==> config.mk <==
export PLATFORM = sky130hd
export DESIGN_NAME = button_conditioner
export DESIGN_NICKNAME = d
export VERILOG_FILES = /design/src/rtl/button_pkg.sv /design/src/rtl/button_channel.sv /design/src/rtl/button_conditioner.sv
export SDC_FILE = /design/constraint.sdc
export NUM_CORES = 1
export LEC_CHECK = 0
export BUFFER_PORTS_ARGS = -buffer_cell sky130_fd_sc_hd__buf_2
export CORE_ASPECT_RATIO = 1.2
export CORE_MARGIN = 3
export CORE_UTILIZATION = 55
export CTS_CLUSTER_SIZE = 8
export DETAILED_ROUTE_END_ITERATION = 7
export GPL_TIMING_DRIVEN = 0
export PLACE_DENSITY = 0.79
export SYNTH_ARGS = -nofsm -noshare
export SYNTH_HDL_FRONTEND = slang
export SYNTH_SLANG_ARGS = --single-unit
==> constraint.sdc <==
create_clock -name clk -period 3.2 [get_ports clk]
set_input_delay 0.16 -clock clk [delete_from_list [all_inputs] [get_ports clk]]
set_output_delay 0.16 -clock clk [all_outputs]
set_load 0.005 [all_outputs]
==> src/rtl/button_pkg.sv <==
// Shared state type, width helper and default timing for the button conditioning path.
package button_pkg;

  typedef enum logic [1:0] {
    IDLE,
    HOLD,
    REPEAT
  } rep_state_e;

  localparam int DEF_CHANNELS      = 4;
  localparam int DEF_SYNC_STAGES   = 2;
  localparam int DEF_STABLE_CYCLES = 4;
  localparam int DEF_HOLD_CYCLES   = 50_000_000;
  localparam int DEF_REPEAT_CYCLES = 10_000_000;

  // Bits needed to count 0..n-1, never less than one bit.
  function automatic int ctr_width(input int n);
    return (n < 2) ? 1 : $clog2(n);
  endfunction

endpackage

==> src/rtl/button_channel.sv <==
// One conditioned input: synchroniser, counter debounce, edge pulses and auto-repeat timer.
module button_channel
  import button_pkg::*;
#(
  parameter int SYNC_STAGES   = DEF_SYNC_STAGES,
  parameter int STABLE_CYCLES = DEF_STABLE_CYCLES,
  parameter int HOLD_CYCLES   = DEF_HOLD_CYCLES,
  parameter int REPEAT_CYCLES = DEF_REPEAT_CYCLES
) (
  input  logic clk_i,
  input  logic rst_ni,
  input  logic btn_i,
  input  logic repeat_en_i,
  output logic level_o,
  output logic press_pulse_o,
  output logic release_pulse_o,
  output logic cmd_pulse_o,
  output logic press_evt_o
);

  localparam int CW   = ctr_width(STABLE_CYCLES + 1);
  localparam int TMAX = (HOLD_CYCLES > REPEAT_CYCLES) ? HOLD_CYCLES : REPEAT_CYCLES;
  localparam int TW   = ctr_width(TMAX);
  localparam logic [CW-1:0] CNT_LAST  = CW'(STABLE_CYCLES - 1);
  localparam logic [TW-1:0] HOLD_LOAD = TW'(HOLD_CYCLES - 1);
  localparam logic [TW-1:0] REP_LOAD  = TW'(REPEAT_CYCLES - 1);

  logic [SYNC_STAGES-1:0] sync_q;
  logic [CW-1:0]          cnt_q, cnt_d;
  logic [TW-1:0]          timer_q, timer_d;
  rep_state_e             state_q, state_d;
  logic                   level_q, press_q, release_q, cmd_q;
  logic                   sync_s, differ, flip, press_evt, release_evt, rep;

  assign sync_s      = sync_q[SYNC_STAGES-1];
  assign differ      = sync_s ^ level_q;
  assign flip        = differ && (cnt_q == CNT_LAST);
  assign press_evt   = flip & ~level_q;
  assign release_evt = flip & level_q;
  // Any agreeing sample restarts the stability count; an accepted flip does too.
  assign cnt_d       = (!differ || flip) ? '0 : cnt_q + 1'b1;

  always_comb begin
    state_d = state_q;
    timer_d = timer_q;
    rep     = 1'b0;
    if (release_evt) begin
      state_d = IDLE;
      timer_d = '0;
    end else begin
      case (state_q)
        IDLE: begin
          if (press_evt) begin
            state_d = HOLD;
            timer_d = HOLD_LOAD;
          end
        end
        HOLD: begin
          if (timer_q != '0) begin
            timer_d = timer_q - 1'b1;
          end else if (repeat_en_i) begin
            rep     = 1'b1;
            state_d = REPEAT;
            timer_d = REP_LOAD;
          end
        end
        REPEAT: begin
          // Parking in HOLD at zero lets a re-enable fire on the very next cycle.
          if (!repeat_en_i) begin
            state_d = HOLD;
            timer_d = '0;
          end else if (timer_q != '0) begin
            timer_d = timer_q - 1'b1;
          end else begin
            rep     = 1'b1;
            timer_d = REP_LOAD;
          end
        end
        default: begin
          state_d = IDLE;
          timer_d = '0;
        end
      endcase
    end
  end

  always_ff @(posedge clk_i or negedge rst_ni) begin
    if (!rst_ni) begin
      sync_q    <= '0;
      cnt_q     <= '0;
      level_q   <= 1'b0;
      press_q   <= 1'b0;
      release_q <= 1'b0;
      cmd_q     <= 1'b0;
      timer_q   <= '0;
      state_q   <= IDLE;
    end else begin
      sync_q    <= {sync_q[SYNC_STAGES-2:0], btn_i};
      cnt_q     <= cnt_d;
      level_q   <= level_q ^ flip;
      press_q   <= press_evt;
      release_q <= release_evt;
      cmd_q     <= press_evt | rep;
      timer_q   <= timer_d;
      state_q   <= state_d;
    end
  end

  assign level_o         = level_q;
  assign press_pulse_o   = press_q;
  assign release_pulse_o = release_q;
  assign cmd_pulse_o     = cmd_q;
  assign press_evt_o     = press_evt;

endmodule

==> src/rtl/button_conditioner.sv <==
// Multi-channel button conditioner: independent per-channel pipelines plus a shared any-press flag.
module button_conditioner
  import button_pkg::*;
#(
  parameter int CHANNELS      = DEF_CHANNELS,
  parameter int SYNC_STAGES   = DEF_SYNC_STAGES,
  parameter int STABLE_CYCLES = DEF_STABLE_CYCLES,
  parameter int HOLD_CYCLES   = DEF_HOLD_CYCLES,
  parameter int REPEAT_CYCLES = DEF_REPEAT_CYCLES
) (
  input  logic                clk,
  input  logic                rst,
  input  logic [CHANNELS-1:0] btn_in,
  input  logic [CHANNELS-1:0] repeat_en,
  output logic [CHANNELS-1:0] level,
  output logic [CHANNELS-1:0] press_pulse,
  output logic [CHANNELS-1:0] release_pulse,
  output logic [CHANNELS-1:0] cmd_pulse,
  output logic                any_press
);

  logic [CHANNELS-1:0] press_evt;
  logic                any_press_q;

  for (genvar g = 0; g < CHANNELS; g++) begin : g_ch
    button_channel #(
      .SYNC_STAGES  (SYNC_STAGES),
      .STABLE_CYCLES(STABLE_CYCLES),
      .HOLD_CYCLES  (HOLD_CYCLES),
      .REPEAT_CYCLES(REPEAT_CYCLES)
    ) u_ch (
      .clk_i          (clk),
      .rst_ni         (rst),
      .btn_i          (btn_in[g]),
      .repeat_en_i    (repeat_en[g]),
      .level_o        (level[g]),
      .press_pulse_o  (press_pulse[g]),
      .release_pulse_o(release_pulse[g]),
      .cmd_pulse_o    (cmd_pulse[g]),
      .press_evt_o    (press_evt[g])
    );
  end

  // Registered from the same events as press_pulse so both show in the same cycle.
  always_ff @(posedge clk or negedge rst) begin
    if (!rst) begin
      any_press_q <= 1'b0;
    end else begin
      any_press_q <= |press_evt;
    end
  end

  assign any_press = any_press_q;

endmodule

# ---- Word-level counts from Yosys, hierarchy flattened
# Index checks and enable logic that the tools add are counted.
dict set report op_classes {
  addsub 8
  n_eq_ne 32
  n_mux 80
  bitwise_logic 24
  n_reduce_logical 29
}
# cell n
set op_table {}
lappend op_table {{26-bit two-way mux} 24}
lappend op_table {{26-bit one-hot mux with 3 select lines} 4}
lappend op_table {{26-bit nonzero test} 4}
lappend op_table {{26-bit by 1-bit subtractor with 26-bit output (second input constant)} 4}
lappend op_table {{2-bit two-way mux} 20}
lappend op_table {{3-bit by 2-bit inequality test with 1-bit output (second input constant)} 12}
lappend op_table {{2-bit one-hot mux with 3 select lines} 4}
lappend op_table {{1-bit two-way mux} 20}
lappend op_table {{4-bit by 2-bit inequality test with 1-bit output (second input constant)} 4}
lappend op_table {{4-bit AND reduction} 4}
lappend op_table {{3-bit by 1-bit adder with 3-bit output (second input constant)} 4}
lappend op_table {{3-bit by 2-bit == test with 1-bit output (second input constant)} 4}
lappend op_table {{3-bit two-way mux} 4}
lappend op_table {{3-bit by 1-bit inequality test with 1-bit output (second input constant)} 4}
lappend op_table {{1-bit AND} 8}
lappend op_table {{2-bit by 1-bit == test with 1-bit output (second input constant)} 4}
lappend op_table {{2-bit == test (second input constant)} 4}
lappend op_table {{2-bit zero test} 4}
lappend op_table {{1-bit one-hot mux with 2 select lines} 4}
lappend op_table {{2-bit AND reduction} 4}
lappend op_table {{1-bit XOR} 8}
lappend op_table {{1-bit logical AND} 4}
lappend op_table {{1-bit zero test} 4}
lappend op_table {{1-bit logical OR} 4}
lappend op_table {{other kinds (3)} 9}
dict set report totals {
  reg_bits 149
  wordCells 206
}

# ---- Logic depth before layout (Yosys ltp)
dict set report depth {
  depth_word 6
  depth_mapped 10
}

# ---- By module
# A second synthesis with hierarchy kept.
dict set report hier_totals {
  cells_unflattened 1016
  hier_area_um2 9217.6
}
# module instances cells_per_inst area_each_um2 seq_area_each_um2
set modules_own_cells {}
lappend modules_own_cells {{button_channel (g_ch[0].u_ch ...)} 2 258 2353.5 925.9}
lappend modules_own_cells {{button_channel (g_ch[3].u_ch)} 1 249 2255.9 925.9}
lappend modules_own_cells {{button_channel (g_ch[2].u_ch)} 1 249 2222.1 925.9}
lappend modules_own_cells {button_conditioner 1 2 32.5 25.0}

# ---- Worst setup path after synthesis
# OpenSTA, ideal clock, no wires.
dict set report synth_path {
  path_type {reg2reg}
  startpoint {reg g_ch[1].u_ch.timer_q[0]}
  endpoint {reg g_ch[1].u_ch.timer_q[17]}
  setup_ns 0.127
  arrival_ns 2.430
  setup_slack_ns 0.642
  path_stages_with_launch 9
  n_path_buf 1
  synth_period_minus_slack_ns 2.558
  cell_sequence {dfrtp_1 inv_1 ha_1 or4b_4 or4_4 or3_4 buf_6 a311oi_1 o22ai_1}
}
dict set report synth_between {
  elab_chain_len 5
  elab_cells_between_ends 9
  classes_between {add/sub (1); eq/ne (1); mux (5); reduce/logical (2)}
}
# item line
set synth_rtl {}
lappend synth_rtl {{from (decl)} button_channel.sv:30} ;# logic [TW-1:0] timer_q, timer_d;
lappend synth_rtl {{from (signal assigned)} button_channel.sv:104} ;# timer_q <= timer_d;
lappend synth_rtl {{26-bit by 1-bit subtractor with 26-bit output / 26-bit nonzero test (equally long branches)} --}
lappend synth_rtl {{26-bit two-way mux} button_channel.sv:72} ;# end else if (timer_q != '0) begin
lappend synth_rtl {{26-bit two-way mux} button_channel.sv:69} ;# if (!repeat_en_i) begin
lappend synth_rtl {{26-bit one-hot mux with 3 select lines} button_channel.sv:51} ;# case (state_q)
lappend synth_rtl {{26-bit two-way mux} button_channel.sv:47} ;# if (release_evt) begin
# Several ways; a longest one is shown, not always the timed one.
# A chain may end at the register's enable or synchronous reset.

# ---- Worst setup path in the final report
dict set report layout_path {
  startpoint {reg g_ch[1].u_ch.timer_q[0]}
  endpoint {reg g_ch[1].u_ch.timer_q[15]}
}
# Same word-level chain as after synthesis.

==> impl_metrics.toml <==
[yosys]
syn_avg_cell_area_um2 = 8.665
async_flop_share_pct = 100.0
yosysTopAreaCell = "dfrtp_1"
synth_warnings = 0
synth_seq_cells = 149
synthTopCellsByArea = "dfrtp_1 (41%), o21ai_0 (4.4%), nor2_1 (4.2%), ha_1 (3.8%), a21oi_1 (3.6%)"
yosysSeqAreaShare_pct = 40.79
yosysTopAreaCellShare_pct = 40.79
synthesis.area_mm2 = 0.009141
synth_edf_count = 0
synth_most_common_cell = "dfrtp_1"
synth_ff_type = "dfrtp_1"
synthCells = 1055
synth_common_cells = "dfrtp_1 (149), nor2_1 (102), o21ai_0 (81)"
synth_fp_nets = 1093
ys_types = 79

[detailed_routing]
first_iter_violations = 776
first_pass_iters = 6
vias = 8793
antenna_left = 0
viasPerCell = 6.587
wl_um = 24330
wl_per_cell_um = 18.23
drc = 0

[critical_path]
slowest_stage = "nor4_1"
cp_cell_sequence = "inv_1 -> ha_1 -> or4b_4 -> nor4_1 -> a31oi_1 -> a211oi_1 -> o22a_1"
r2r_cells = 7
start_kind = "register"
crit_required_ns = 3.58
worstPathMaxFanout = 6
cp.arrival_ns = 3.35
max_stage_delay_ns = 0.78
cp-end-kind = "register"
crit_type = "register to register"

[global_route]
antenna_found_initial = 0
grt_first_pass_wirelength_um = 40340
grt_start_max_net_pins = 86
grt_pass1_vias = 8248
overflow = 0
track_usage_pct = 27.51

[sta]
final-hold-violation-count = 0
rsz0062_at_grt = "false"
setup_viol = 0
post-route-min-period_ns = 2.977
tightest_slew_ns = 1.343
post-route-period-util_pct = 93.02
slew_headroom_pct = 9.635
max_clock_freq_mhz = 336.0
slew_violations = 0
hold_ws_ns = 0.1088
setup_slack_ns = 0.2235
skew_ns = 0.008614

[min_path]
min_path_type = "input port to register"
holdPathStages = 3

[placed_design]
gp_congestion = 0.9821
place_ws_ns = 0.08793
portBuffers = 26
dp_hpwl_um = 16830

[cts]
clock_path_buffers = 2
cts_sinks = 149
clk_latency_ns = 0.44
cts_tree = "done"
cts_buffers = 17
cts.clk_slew.worst_paths_ns = 0.06
htreeDepth = 4
cts_root_buf = "clkbuf_16"

[final_layout]
area_delta_synth_final_pct = 12.85
finalNetCount = 1148
final_layout_size_suffix_gt1_share_pct = 10.33
num_antenna_cells = 0

[pwr]
power_leakage_nw = 4.260
power.density_mw_per_mm2 = 955.2
vdd_drop_max_mv = 0.5189

[floorplanning]
die_h_um = 147.2
die_w_um = 123.7
io_pins = 27
core_area_mm2 = 0.01627
num_rows = 51
start_util_pct = 56.18
dieArea_mm2 = 0.01821

[outcome]
status = "completed"

[job]
cap_violations = 0
-- metrics by stage --
step                      TNS (ns)  cell area, um2  total power [mW]  cells  utilization (%)
final                            0           10320             9.854   1335            63.40
after CTS                        0           10260             9.714   1331            63.04
after global placement      -25.17            9537             7.376   1293            58.61
after floorplan                  0            9141             6.234   1055                -
after detailed placement         0            9570             7.489   1294            58.82
after global routing             0           10320             10.53   1335            63.40
-- cell type report --
class / count / area [um2]
timing repair buffer: 36 / 244.0
sequential: 149 / 3729
tap: 212 / 265.3
inverter: 62 / 232.7
multi-input combinational: 780 / 4891
clock inverter: 13 / 205.2
buffer: 64 / 316.6
fill: 1412 / 5956
clock buffer: 19 / 432.9
-- cell usage in the layout, fill, tap and decap left out, types with 20 or more instances in the layout --
cell | synthesis | routed
a31oi_1 | 31 | 31
nor3_1 | 49 | 49
nand3_1 | 22 | 22
or4_1 | 20 | 20
nor4_1 | 35 | 32
a21oi_1 | 66 | 65
o21ai_0 | 81 | 81
buf_4 | 17 | 21
or3_1 | 28 | 28
clkbuf_1 | 39 | 41
dfrtp_1 | 149 | 149
nor2_1 | 102 | 102
nand2_1 | 63 | 63
ha_1 | 28 | 28
buf_2 | 4 | 29
inv_1 | 62 | 62
nand4_1 | 21 | 21
-- registers in the layout, indices dropped and copies added, names as in the netlist, named ones only --
register                   flops
g_ch.u_ch.cmd_pulse_o          4
g_ch.u_ch.cnt_q               12
g_ch.u_ch.press_pulse_o        4
g_ch.u_ch.sync_q               8
g_ch.u_ch.state_q              8
g_ch.u_ch.release_pulse_o      4
any_press                      1
g_ch.u_ch.timer_q            104
-- worst max-delay path: cells and delay by family (launching register included) --
family,cells,cell delay (ns)
buffers and inverters,1,0.07
and+or+nand+nor,2,1.28
DFF,1,0.41
adders and majority gates,1,0.18
AOI/OAI and AO/OA,3,0.98
-- path summary, 6_finish.rpt --
path                            slack [ns]                        to                     from
worst min-delay path                  0.11   g_ch[2].u_ch.state_q[1]             repeat_en[2]
max in group asynchronous             2.04  g_ch[1].u_ch.timer_q[10]                      rst
worst max register to register        0.22  g_ch[1].u_ch.timer_q[15]  g_ch[1].u_ch.timer_q[0]
worst min register to register        0.35    g_ch[1].u_ch.sync_q[1]   g_ch[1].u_ch.sync_q[0]
min in group asynchronous             0.36  g_ch[2].u_ch.timer_q[12]                      rst
worst max-delay path                  0.22  g_ch[1].u_ch.timer_q[15]  g_ch[1].u_ch.timer_q[0]
-- report_power, final --
part | total, mW | leakage [nW] | internal, mW | switching (mW)
clock | 2.20 | 0.303 | 1.38 | 0.817
combinational | 4.50 | 2.11 | 1.69 | 2.81
sequential | 3.16 | 1.85 | 2.51 | 0.646
-- routing by layer --
metal / vias up / track usage (%) / part of all wire [%]
met4: 0 / 12.47 / 3.3
met1: 4218 / 36.36 / 42
met2: 394 / 43.65 / 48
li1: 4099 / - / -
met5: - / 0 / 0
met3: 82 / 5.160 / 6.2
-- timing repair --
item | CTS | global route
buffers inserted | 0 | 4
hold buffers | 5 | 0
endpoints found under the hold margin | 88 | 0
gates resized for setup | 0 | 5
endpoints found under the setup margin | 0 | 36
-- cells by family (layout without fill, tap and decap cells) --
| family | after synthesis | in the layout | share of synthesized area (%) |
|---|---|---|---|
| buffers and inverters | 126 | 194 | 6.009 |
| adder cells (fa/ha/maj) | 28 | 28 | 3.833 |
| multiplexers | 4 | 4 | 0.4790 |
| AND/OR/NAND/NOR | 399 | 399 | 23.26 |
| AO/OA/AOI/OAI | 341 | 341 | 24.87 |
| flip-flops | 149 | 149 | 40.79 |
| XOR/XNOR | 8 | 8 | 0.7665 |
(Power assumes the default switching activity.)
